$ cat src/rtl/multicycle_controller.sv
// Multicycle FETCH/DECODE/EXEC/MEM sequencer for a small RV32I subset.
// Owns the PC and IR and drives datapath controls, immediates and memory handshakes.
module multicycle_controller #(
    parameter int unsigned NBITS      = 8,
    parameter int unsigned NREGS      = 32,
    parameter int unsigned WIDTH_ALUF = 4
) (
    input  logic                     clock,
    input  logic                     reset,
    output logic                     imem_req,
    output logic [NBITS-1:0]         imem_addr,
    input  logic                     imem_ack,
    input  logic [31:0]              imem_rdata,
    output logic                     dmem_req,
    output logic                     dmem_we,
    input  logic                     dmem_ack,
    output logic [$clog2(NREGS)-1:0] RS1,
    output logic [$clog2(NREGS)-1:0] RS2,
    output logic [$clog2(NREGS)-1:0] RD,
    output logic [NBITS-1:0]         IMM,
    output logic [WIDTH_ALUF-1:0]    ALUControl,
    output logic                     ALUSrc,
    output logic                     MemtoReg,
    output logic                     RegWrite,
    output logic                     link,
    output logic [NBITS-1:0]         pclink,
    input  logic [NBITS-1:0]         PCReg,
    input  logic                     Zero,
    output logic                     trap
);

    localparam int unsigned RegW = $clog2(NREGS);

    localparam logic [6:0] OpcImm    = 7'b0010011;
    localparam logic [6:0] OpcReg    = 7'b0110011;
    localparam logic [6:0] OpcBranch = 7'b1100011;
    localparam logic [6:0] OpcJal    = 7'b1101111;
    localparam logic [6:0] OpcJalr   = 7'b1100111;
    localparam logic [6:0] OpcLoad   = 7'b0000011;
    localparam logic [6:0] OpcStore  = 7'b0100011;

    localparam logic [WIDTH_ALUF-1:0] AluAdd = WIDTH_ALUF'(0);
    localparam logic [WIDTH_ALUF-1:0] AluXor = WIDTH_ALUF'(4);
    localparam logic [WIDTH_ALUF-1:0] AluSub = WIDTH_ALUF'(8);

    typedef enum logic [2:0] {StFetch, StDecode, StExec, StMem, StTrap} state_e;

    typedef enum logic [3:0] {
        InsIllegal, InsAddi, InsXori, InsAdd, InsXor, InsBeq, InsJal, InsJalr, InsLw, InsSw
    } ins_e;

    state_e                  state_q, state_d;
    logic [NBITS-1:0]        pc_q, pc_d;
    logic [31:0]             ir_q, ir_d;

    logic [6:0]              opcode;
    logic [2:0]              funct3;
    logic [6:0]              funct7;
    ins_e                    ins;
    logic [31:0]             imm_full;
    logic [WIDTH_ALUF-1:0]   alu_ctl;
    logic                    alu_src;
    logic [NBITS-1:0]        pc_plus4;
    logic [NBITS-1:0]        pc_plus_imm;
    logic [NBITS-1:0]        jalr_target;
    logic                    unused_imm;

    assign opcode = ir_q[6:0];
    assign funct3 = ir_q[14:12];
    assign funct7 = ir_q[31:25];

    always_comb begin
        ins      = InsIllegal;
        imm_full = '0;
        alu_ctl  = AluAdd;
        alu_src  = 1'b0;
        case (opcode)
            OpcImm: begin
                imm_full = {{20{ir_q[31]}}, ir_q[31:20]};
                alu_src  = 1'b1;
                if (funct3 == 3'b000) begin
                    ins = InsAddi;
                end else if (funct3 == 3'b100) begin
                    ins     = InsXori;
                    alu_ctl = AluXor;
                end
            end
            OpcReg: begin
                if (funct7 == 7'b0000000 && funct3 == 3'b000) begin
                    ins = InsAdd;
                end else if (funct7 == 7'b0000000 && funct3 == 3'b100) begin
                    ins     = InsXor;
                    alu_ctl = AluXor;
                end
            end
            OpcBranch: begin
                imm_full = {{19{ir_q[31]}}, ir_q[31], ir_q[7], ir_q[30:25], ir_q[11:8], 1'b0};
                alu_ctl  = AluSub;
                if (funct3 == 3'b000) ins = InsBeq;
            end
            OpcJal: begin
                imm_full = {{11{ir_q[31]}}, ir_q[31], ir_q[19:12], ir_q[20], ir_q[30:21], 1'b0};
                ins      = InsJal;
            end
            OpcJalr: begin
                imm_full = {{20{ir_q[31]}}, ir_q[31:20]};
                if (funct3 == 3'b000) ins = InsJalr;
            end
            OpcLoad: begin
                imm_full = {{20{ir_q[31]}}, ir_q[31:20]};
                alu_src  = 1'b1;
                if (funct3 == 3'b010) ins = InsLw;
            end
            OpcStore: begin
                imm_full = {{20{ir_q[31]}}, ir_q[31:25], ir_q[11:7]};
                alu_src  = 1'b1;
                if (funct3 == 3'b010) ins = InsSw;
            end
            default: ;
        endcase
        // Illegal words present a quiet datapath rather than half-decoded fields.
        if (ins == InsIllegal) begin
            imm_full = '0;
            alu_ctl  = AluAdd;
            alu_src  = 1'b0;
        end
    end

    assign RS1        = ir_q[15 +: RegW];
    assign RS2        = ir_q[20 +: RegW];
    assign RD         = ir_q[7 +: RegW];
    assign IMM        = imm_full[NBITS-1:0];
    assign unused_imm = ^imm_full[31:NBITS];
    assign imem_addr  = pc_q;

    assign pc_plus4    = pc_q + NBITS'(4);
    assign pc_plus_imm = pc_q + IMM;
    assign jalr_target = (PCReg + IMM) & ~NBITS'(1);

    always_ff @(posedge clock or negedge reset) begin
        if (!reset) begin
            state_q <= StFetch;
            pc_q    <= '0;
            ir_q    <= '0;
        end else begin
            state_q <= state_d;
            pc_q    <= pc_d;
            ir_q    <= ir_d;
        end
    end

    always_comb begin
        state_d    = state_q;
        pc_d       = pc_q;
        ir_d       = ir_q;
        imem_req   = 1'b0;
        dmem_req   = 1'b0;
        dmem_we    = 1'b0;
        ALUControl = '0;
        ALUSrc     = 1'b0;
        MemtoReg   = 1'b0;
        RegWrite   = 1'b0;
        link       = 1'b0;
        pclink     = '0;
        trap       = 1'b0;
        unique case (state_q)
            StFetch: begin
                // Gate with reset so the request drops the instant reset asserts.
                imem_req = reset;
                if (imem_ack) begin
                    ir_d    = imem_rdata;
                    state_d = StDecode;
                end
            end
            StDecode: begin
                ALUControl = alu_ctl;
                ALUSrc     = alu_src;
                pclink     = pc_plus4;
                state_d    = (ins == InsIllegal) ? StTrap : StExec;
            end
            StExec: begin
                ALUControl = alu_ctl;
                ALUSrc     = alu_src;
                pclink     = pc_plus4;
                pc_d       = pc_plus4;
                state_d    = StFetch;
                case (ins)
                    InsAddi, InsXori, InsAdd, InsXor: RegWrite = 1'b1;
                    InsBeq: if (Zero) pc_d = pc_plus_imm;
                    InsJal: begin
                        link     = 1'b1;
                        RegWrite = 1'b1;
                        pc_d     = pc_plus_imm;
                    end
                    InsJalr: begin
                        link     = 1'b1;
                        RegWrite = 1'b1;
                        pc_d     = jalr_target;
                    end
                    InsLw, InsSw: begin
                        pc_d    = pc_q;
                        state_d = StMem;
                    end
                    default: state_d = StTrap;
                endcase
            end
            StMem: begin
                ALUControl = alu_ctl;
                ALUSrc     = alu_src;
                dmem_req   = 1'b1;
                dmem_we    = (ins == InsSw);
                if (dmem_ack) begin
                    if (ins == InsLw) begin
                        MemtoReg = 1'b1;
                        RegWrite = 1'b1;
                    end
                    pc_d    = pc_plus4;
                    state_d = StFetch;
                end
            end
            StTrap: trap = 1'b1;
            default: state_d = StFetch;
        endcase
    end

endmodule

$ cat config.mk
export PLATFORM = sky130hd
export DESIGN_NAME = multicycle_controller
export DESIGN_NICKNAME = d
export VERILOG_FILES = /design/src/rtl/multicycle_controller.sv
export SDC_FILE = /design/constraint.sdc
export NUM_CORES = 1
export LEC_CHECK = 0
export CAP_MARGIN = 0
export CORE_ASPECT_RATIO = 2
export CORE_MARGIN = 10
export CORE_UTILIZATION = 51
export DETAILED_ROUTE_END_ITERATION = 6
export PLACE_DENSITY = 0.86
export SLEW_MARGIN = 20
export SYNTH_ARGS = -nofsm -noshare
export SYNTH_HDL_FRONTEND = slang
export SYNTH_SLANG_ARGS = --single-unit
$ cat constraint.sdc
create_clock -name clock -period 9.3 [get_ports clock]
set_input_delay 1.395 -clock clock [delete_from_list [all_inputs] [get_ports clock]]
set_output_delay 1.395 -clock clock [all_outputs]
set_load 0.005 [all_outputs]
== After elaboration in Yosys (flattened, before gate mapping) ==
Index checks and enable logic that the tools add are counted.

* Add/sub/neg operators: 3
* Equality and inequality tests: 25
* Multiplexer cells: 41
* Bitwise logic cells: 1
* Reductions and logical operators: 18

{| class="wikitable"
|+ Operators with widths
! cell !! count
|-
| $pmux W8 S4 || 2
|-
| $mux W8 || 4
|-
| $mux W3 || 10
|-
| $pmux W4 S7 || 1
|-
| $eq A7 B7 Y1 const B || 3
|-
| $add A8 B8 Y8 || 2
|-
| $eq A4 B3 Y1 const B || 4
|-
| $mux W4 || 4
|-
| $pmux W8 S2 || 1
|-
| $pmux W3 S5 || 1
|-
| $eq A7 B6 Y1 const B || 2
|-
| $mux W1 || 13
|-
| $pmux W4 S3 || 1
|-
| $eq A3 B2 Y1 const B || 3
|-
| $reduce_or A3 Y1 || 3
|-
| $add A8 B3 Y8 const B || 1
|-
| $eq A4 B2 Y1 const B || 2
|-
| $eq A4 B4 Y1 const B || 2
|-
| $eq A7 B2 Y1 const B || 1
|-
| $eq A7 B5 Y1 const B || 1
|-
| $logic_not A7 Y1 || 1
|-
| $reduce_or A7 Y1 || 1
|-
| $eq A3 B3 Y1 const B || 2
|-
| $logic_not A3 Y1 || 2
|-
| other kinds (14) || 21
|}

* Register bits: 43
* Input port bits: 45
* Output and inout port bits: 51

== Longest topological paths before layout ==
Gate-level depths: netlist of the first run.

* Depth after elaboration: 11
* Gate-level depth with buffers: 16

== Least setup slack after synthesis of the first run ==
Ideal clock, no wire load.

* Kind: reg-to-reg
* From: register ir_q[27]
* To: register pc_q[7] (netlist: imem_addr[7])
* Setup time: 0.124 ns
* Arrival time: 3.385 ns
* Data required time: 9.176 ns
* Slack: 5.790 ns
* Stages on the path, launching flop included: 16
* Path buffers: 1
* Period minus slack after synthesis: 3.510 ns
* Path through: dfrtp_1 > or4_4 > o41ai_4 > a41oi_4 > and2_1 > buf_6 > nor2_1 > ha_1 > a21oi_1 > o21ai_0 > a21oi_1 > o21bai_1 > a21oi_1 > xnor2_1 > a211oi_2 > a21oi_1

* Cells in the longest elaborated chain, start to end: 11

{| class="wikitable"
|+ Ends and longest elaborated chain
! element !! RTL line !! RTL
|-
| start: declaration || 54 || <nowiki>logic [31:0] ir_q, ir_d;</nowiki>
|-
| start signal: assignment || 148 || <nowiki>ir_q <= ir_d;</nowiki>
|-
| $logic_not A7 Y1 (*) || 89, 91 ||
|-
| $logic_and A1 B1 Y1 || 91 || <nowiki>end else if (funct7 == 7'b0000000 && funct3 == 3'b100) begin</nowiki>
|-
| $mux W3 || 91 ||
|-
| $mux W3 (*) || 89 || <nowiki>if (funct7 == 7'b0000000 && funct3 == 3'b000) begin</nowiki>
|-
| $pmux W4 S7 (*) || 77 || <nowiki>case (opcode)</nowiki>
|-
| $logic_not A4 Y1 (*) || 122 || <nowiki>if (ins == InsIllegal) begin</nowiki>
|-
| $mux W8 (*) || 122 ||
|-
| named net IMM[1] || 20 || <nowiki>output logic [NBITS-1:0] IMM,</nowiki>
|-
| $add A8 B8 Y8 || 137 || <nowiki>assign pc_plus_imm = pc_q + IMM;</nowiki>
|-
| $mux W8 || 189 || <nowiki>InsBeq: if (Zero) pc_d = pc_plus_imm;</nowiki>
|-
| $pmux W8 S4 (*) || 187 || <nowiki>case (ins)</nowiki>
|-
| $pmux W8 S2 (*) || 166 || <nowiki>unique case (state_q)</nowiki>
|-
| end signal: assignment || 147 || <nowiki>pc_q <= pc_d;</nowiki>
|-
| end: declaration || 53 || <nowiki>logic [NBITS-1:0] pc_q, pc_d;</nowiki>
|}

Mark *: on every way through the listed nets, which the timed path passes. The rest lies on a longest branch.
A chain may end at the register's enable or synchronous reset.

== Worst setup path after layout of the first run ==
* From: register ir_q[27]
* To: output IMM[5]

* Cells in the longest elaborated chain, start to end: 7

{| class="wikitable"
|+ Ends and longest elaborated chain
! element !! RTL line
|-
| $logic_not A7 Y1 (*) || 89, 91
|-
| $logic_and A1 B1 Y1 || 91
|-
| $mux W3 || 91
|-
| $mux W3 (*) || 89
|-
| $pmux W4 S7 (*) || 77
|-
| $logic_not A4 Y1 (*) || 122
|-
| $mux W8 (*) || 122
|-
| end: declaration || 20
|}

Mark *: on every way between the ends. The rest lies on a longest branch, timed or not.

==> results.tsv, run 1 <==
stage	metric	value	unit
clock_network	cts.path.max_buffers	2	
status	status	finished clean	
detailed_routing	ant_nets	0	
placed_design	io_buffers	93	
clock_network	cts-root-buf	clkbuf_16	
synth	synthTopCellsByCount	dfrtp_1 (43), mux2_2 (27), nor2_1 (26), nand2_1 (24), a21oi_1 (20)	
power	peakVddDrop	0.000191	V
min_path	holdCritPathClass	reg -> reg	
final_layout	area_growth	32.5	%
detailed_routing	drt_wl_total	9.24	mm
global_route	grt_pass1_wl	13.9	mm
final_layout	final_util	68.9	%
floorplan	dieArea	0.00977	mm^2
detailed_routing	drt-wirelength-per-cell	20.0	um
synth	synth_top_flop_cell	dfrtp_1	
timing	timing.fmax	220	MHz
global_route	overflow	0	
global_route	grt_pass1_vias	2825	
synth	ys_seq_area_share	34.8	%
clock_network	path_clk_slew	0.06	ns
synth	synth_edf_count	0	
critical_path	crit_path_start_kind	register	
critical_path	cp_cell_sequence	or4_4 -> o41ai_4 -> a41oi_4 -> and2_1 -> nor3b_1 -> clkdlybuf4s50_1	
synth	synth_top_area_cell	dfrtp_1	
placed_design	pre_cts_ws	5.04	ns
clock_network	ctsResizeCount	0	
synth	synthArstFlopShare	100	%
synth	synth_most_common_cell	dfrtp_1	
critical_path	cp.required	7.91	ns
detailed_routing	drc	0	
critical_path	reg2reg_slack	5.32	ns
critical_path	critPathLaunch	ir_q[27]	
synth	synth_seq_cells	43	
placed_design	placed_area	0.00393	mm^2
power	power_density	221	mW/mm^2
global_route	antenna_found_initial	0	
timing	report.final.setup_viol	0	
min_path	holdPathStages	1	
timing	hold_viol_final	0	
synth	syn_area_per_cell	9.52	um^2
timing	worst_pin_slew	0.882	ns
critical_path	cp_slowest_cell	clkdlybuf4s50_1	
critical_path	reg2reg_depth	14	
final_layout	n_antenna_cell	0	
critical_path	crit_fanout	8	
final_layout	num-nets-final	459	
timing	setup_ws	4.76	ns
clock_network	clkLatencyLatePin	0.29	ns
critical_path	endpoint_kind	output port	
timing	min_period	4.54	ns
synth	yosysTopAreaCellShare	34.8	%
global_route	grt_use_total	18.9	%
floorplan	die_h	130	um
timing	rsz0062_at_grt	no	
critical_path	critPathKind	reg -> out	
critical_path	regToRegStartpoint	ir_q[27]	
synth	netlist_area	0.00310	mm^2
critical_path	rr_endpoint	imem_addr[7]	
detailed_routing	drt_first_pass_iters	4	
floorplan	core_area	0.00596	mm^2
critical_path	cp_slowest_stage_delay	0.62	ns
detailed_routing	vias	2743	
timing	fin_crit_sh	48.8	%
synth	synth_cell_types	52	
timing	fin_tns_setup	0	ns
clock_network	htreeDepth	2	
power	total_power	907	uW
clock_network	hold_buffers	0	
final_layout	drive_gt1_share	13.0	%
critical_path	crit_family	simple AND/OR/NAND/NOR gates	
synth	yosysWarnings	0	
final_layout	stdcell_area	0.00410	mm^2
detailed_routing	vias_per_cell	5.94	
clock_network	cts_tree	yes	
power	p_leak	1.70	nW
clock_network	numCtsBuffers	5	
min_path	min_from	ir_q[31]	
floorplan	dieWidth	75.1	um
floorplan	initial_utilization	52.0	%
timing	finalClockSkew	0.00846	ns
clock_network	cts_sinks	43	
floorplan	row_count	40	
timing	slew_headroom	40.8	%
clock_network	post_cts_buffers	0	
floorplan	ioPinCount	96	
synth	ys_top_cells_by_area	dfrtp_1 (35%), mux2_2 (9.8%), ha_1 (5.7%)	
detailed_routing	dr.first_iter.drc_count	168	
global_route	grt_max_degree	45	
timing	report.final.slew_viol_count	0	
synth	synthCells	325	
flow_run	drv_cap	0	
critical_path	arrival	3.14	ns
min_path	hold-path-endpoint	ir_q[31]	
placed_design	gp_congestion	0.942	
critical_path	path_buf_inv	1	
placed_design	hpwl	7.56	mm
[kinds of logic after synthesis]
group                      count (synthesis)  synth area share, %
muxes                                     29                 10.5
and+or+nand+nor                          106                 18.5
AOI/OAI and AO/OA                         71                 16.9
xor gates and xnor gates                  15                 4.24
adders and majority gates                 16                 6.95
buffers and inverters                     44                 8.04
other                                      1                0.121
DFF                                       43                 34.8
[worst register-to-register path, delay by kind of cell, from the launching register on]
kind | cells | cell delay [ns]
flip-flops | 1 | 0.38
adder cells (fa/ha/maj) | 1 | 0.33
AO/OA/AOI/OAI | 9 | 1.73
XOR/XNOR | 1 | 0.11
AND/OR/NAND/NOR | 3 | 1.31
[state kept, by name, summed over array words and instances (netlist names)]
register / count
imem_addr: 8
state_q: 3
ir_q: 32
[power by group]
group | leakage (nW) | switching [mW] | internal [mW] | total, mW
sequential | 0.514 | 0.0892 | 0.266 | 0.355
clock | 0.0868 | 0.0734 | 0.134 | 0.207
combinational | 1.10 | 0.143 | 0.202 | 0.345
[through the flow]
| stage | hold WS (ns) | instances |
|---|---|---|
| 2_1_floorplan | 0.482 | 326 |
| 3_3_place_gp | 0.490 | 454 |
| 3_5_place_dp | 0.495 | 454 |
| 4_1_cts | 0.509 | 462 |
| 5_1_grt | 0.528 | 462 |
| 6_report | 0.505 | 462 |
[cells in the final DEF, fill, tap and decap left out, drive strengths merged, types with 3 or more instances in the layout]
| cell type | instances |
|---|---|
| clkdlybuf4s50 | 92 |
| nor4b | 4 |
| nor3b | 5 |
| nor2 | 26 |
| a21oi | 20 |
| and2 | 3 |
| inv | 14 |
| or3 | 4 |
| o21bai | 5 |
| xor2 | 5 |
| dfrtp | 43 |
| o21ai | 15 |
| xnor2 | 10 |
| nand3 | 9 |
| a211oi | 7 |
| clkbuf | 6 |
| a21o | 5 |
| and3 | 5 |
| nand2 | 24 |
| buf | 3 |
| a22oi | 7 |
| nand3b | 3 |
| mux2 | 27 |
| ha | 14 |
| nor3 | 8 |
| or2 | 3 |
[how the worst max path moves through the flow]
| stage | end | slack [ns] | cells after the start |
|---|---|---|---|
| after detailed placement | imem_req | 5.04 | 4 |
| final | IMM[5] | 4.76 | 6 |
| after CTS | IMM[1] | 4.74 | 6 |
| after global placement | imem_req | 5.08 | 4 |
| after global routing | IMM[1] | 4.59 | 6 |
| after floorplan | imem_addr[7] | 5.79 | 15 |
[routing by layer]
layer  global-route usage (%)  share of wire [%]
met1                     15.9                 31
met2                     37.1                 58
met3                     4.26                5.5
met4                     11.7                5.2
met5                        0                  0
[cell type report]
type / count / area, um^2
clock buffers: 6 / 139
clock inverters: 2 / 35.0
fillers: 461 / 1850
inverters: 14 / 52.6
multi-input cells: 239 / 1780
flip-flops and latches: 43 / 1080
well taps: 63 / 78.8
repair buffers: 95 / 941
Note: power is estimated with default switching activity, not from simulation.
==> run 2: changes to the inputs <==
Settings changed: CORE_UTILIZATION 51 to 43, PLACE_DENSITY 0.86 to 0.78.
Clock period 9.3 ns to 3.7 ns, I/O delays scaled along.
==> results.tsv, run 2 (synthesized netlist as in run 1, its figures left out) <==
stage	metric	value	unit	change
final_layout	largest_reg_flops	32		unchanged
critical_path	reg2reg_depth	14		unchanged
timing	finalClockSkew	0.00657	ns	-0.00189 ns
detailed_routing	drc	0		unchanged
power	combPwrFrac	39.8	%	+1.8 points
power	power_density	551	mW/mm^2	+150%
power	power.internal	1.54	mW	+160%
power	power.share.clock	22.4	%	-0.4 points
clock_network	hold_buffers	0		unchanged
final_layout	num-nets-final	467		+1.7%
placed_design	io_buffers	93		unchanged
power	p_switching	793	uW	+160%
clock_network	post_cts_buffers	0		unchanged
clock_network	cts_tree	yes		
critical_path	path_buf_inv	2		+1
critical_path	critPathKind	reg -> out		
floorplan	row_count	43		+7.5%
critical_path	cp.required	3.14	ns	-4.77 ns
timing	holdWs	0.410	ns	-0.0952 ns
floorplan	dieArea	0.0112	mm^2	+15%
detailed_routing	drt_first_pass_iters	4		unchanged
timing	timing.fmax	281	MHz	
timing	min_period	3.56	ns	
critical_path	regToRegStartpoint	ir_q[27]		
final_layout	n_antenna_cell	0		unchanged
global_route	grt_pass1_vias	2839		+0.50%
clock_network	numCtsBuffers	5		unchanged
placed_design	hpwl	7.85	mm	+3.8%
clock_network	cts-root-buf	clkbuf_16		
detailed_routing	vias_per_cell	5.60		-5.6%
critical_path	crit_family	simple AND/OR/NAND/NOR gates		
critical_path	cp_cell_sequence	or4_4 -> o41ai_4 -> a41oi_4 -> and2_1 -> buf_4 -> nor3_1 -> and3_1 -> clkdlybuf4s50_1		
critical_path	endpoint_kind	output port		
global_route	grt_max_degree	44		-2.2%
critical_path	cp_num_cells	8		+2
critical_path	cp_slowest_cell	clkdlybuf4s50_1		
final_layout	final_common_cell	clkdlybuf4s50_1		
detailed_routing	drt_wl_total	9.52	mm	+3.0%
clock_network	path_clk_slew	0.06	ns	about the same
floorplan	dieWidth	80.0	um	+6.5%
clock_network	clkLatencyLatePin	0.29	ns	about the same
timing	slew_headroom	48.2	%	+7.4 points
final_layout	drive_gt1_share	16.5	%	+3.4 points
timing	report.final.slew_viol_count	0		unchanged
placed_design	gp_congestion	0.943		about the same
floorplan	initial_utilization	44.3	%	-7.7 points
flow_run	drv_cap	0		unchanged
final_layout	layout_common_cells	clkdlybuf4s50_1 (92), dfrtp_1 (43), mux2_2 (27), nor2_1 (24), nand2_1 (24)		
timing	hold_viol_final	0		unchanged
critical_path	arrival	3.00	ns	-0.14 ns
min_path	holdCritPathClass	in -> async		
detailed_routing	drt-wirelength-per-cell	19.2	um	-4.2%
detailed_routing	vias	2785		+1.5%
detailed_routing	ant_nets	0		unchanged
clock_network	cts_sinks	43		unchanged
critical_path	crit_path_start_kind	register		
status	status	finished clean		
timing	worst_pin_slew	0.777	ns	-0.104 ns
final_layout	area_growth	36.6	%	
clock_network	htreeDepth	2		unchanged
critical_path	rr_endpoint	imem_addr[6]		
global_route	antenna_found_initial	0		unchanged
timing	report.final.setup_viol	0		unchanged
critical_path	crit_fanout	5		-3
global_route	grt_use_total	16.4	%	-2.6 points
clock_network	ctsResizeCount	0		unchanged
critical_path	cp_slowest_stage_delay	0.55	ns	-0.07 ns
final_layout	regMostFlops	ir_q		
power	total_power	2.33	mW	+160%
power	peakVddDrop	0.000338	V	+76%
detailed_routing	dr.first_iter.drc_count	184		+9.5%
clock_network	cts.path.max_buffers	2		unchanged
global_route	overflow	0		unchanged
power	p_leak	1.74	nW	+2.4%
floorplan	die_h	140	um	+7.5%
global_route	grt_pass1_wl	14.4	mm	+3.7%
critical_path	reg2reg_slack	0.20	ns	-5.12 ns
power	swShare	34.0	%	+0.38 points
power	seqPwrFrac	37.8	%	-1.3 points
floorplan	core_area	0.00699	mm^2	+17%
timing	fin_crit_sh	96.1	%	
floorplan	ioPinCount	96		unchanged
## run 2: cell types whose count changed in the layout (fill, tap and decap cells not counted), sizes merged
cell / before / now
buf: 3 / 11
## run 2: cell type report
cell class	instances	area (um^2)
Tap cell	90	113
Clock inverter	2	35.0
Sequential cell	43	1080
Multi-Input combinational cell	239	1810
Timing Repair Buffer	103	1000
Inverter	14	52.6
Clock buffer	6	139
Fill cell	614	2770
## run 2: stage by stage
step / setup TNS [ns] / instance area (um^2) / setup slack (ns) / std cells / util [%]
after floorplan: 0 / 3100 / 0.190 / 326 / -
after global routing: -0.00358 / 4230 / -0.00358 / 497 / 60.5
after detailed placement: 0 / 4020 / 0.147 / 489 / 57.5
final: 0 / 4230 / 0.142 / 497 / 60.5
after global placement: 0 / 4020 / 0.197 / 489 / 57.5
after CTS: 0 / 4200 / 0.00752 / 497 / 60.0
## run 2: layer usage
metal / vias up / wire length [um] / GRT usage, %
li1: 1311 / - / -
met1: 1368 / 3250 / 15.6
met2: 83 / 5420 / 30.9
met3: 23 / 511 / 3.46
met4: 0 / 347 / 8.30
met5: - / 0 / 0
## run 2: worst max path at each step
stage | from | to | slack, ns
2_1_floorplan | ir_q[27] | imem_addr[7] | 0.19
3_3_place_gp | ir_q[27] | imem_addr[7] | 0.20
3_5_place_dp | ir_q[3] | imem_addr[6] | 0.15
4_1_cts | ir_q[27] | IMM[6] | 0.008
5_1_grt | ir_q[3] | imem_addr[6] | -0.004
6_report | ir_q[27] | ALUSrc | 0.14
## run 2: power by group through the flow
| stage | clock network (mW) | logic, mW | registers [mW] |
|---|---|---|---|
| 2_1_floorplan | 0 | 0.640 | 0.806 |
| 3_3_place_gp | 0 | 0.905 | 0.862 |
| 3_5_place_dp | 0 | 0.920 | 0.884 |
| 4_1_cts | 0.531 | 0.924 | 0.875 |
| 5_1_grt | 0.548 | 0.996 | 0.908 |
| 6_report | 0.523 | 0.927 | 0.880 |
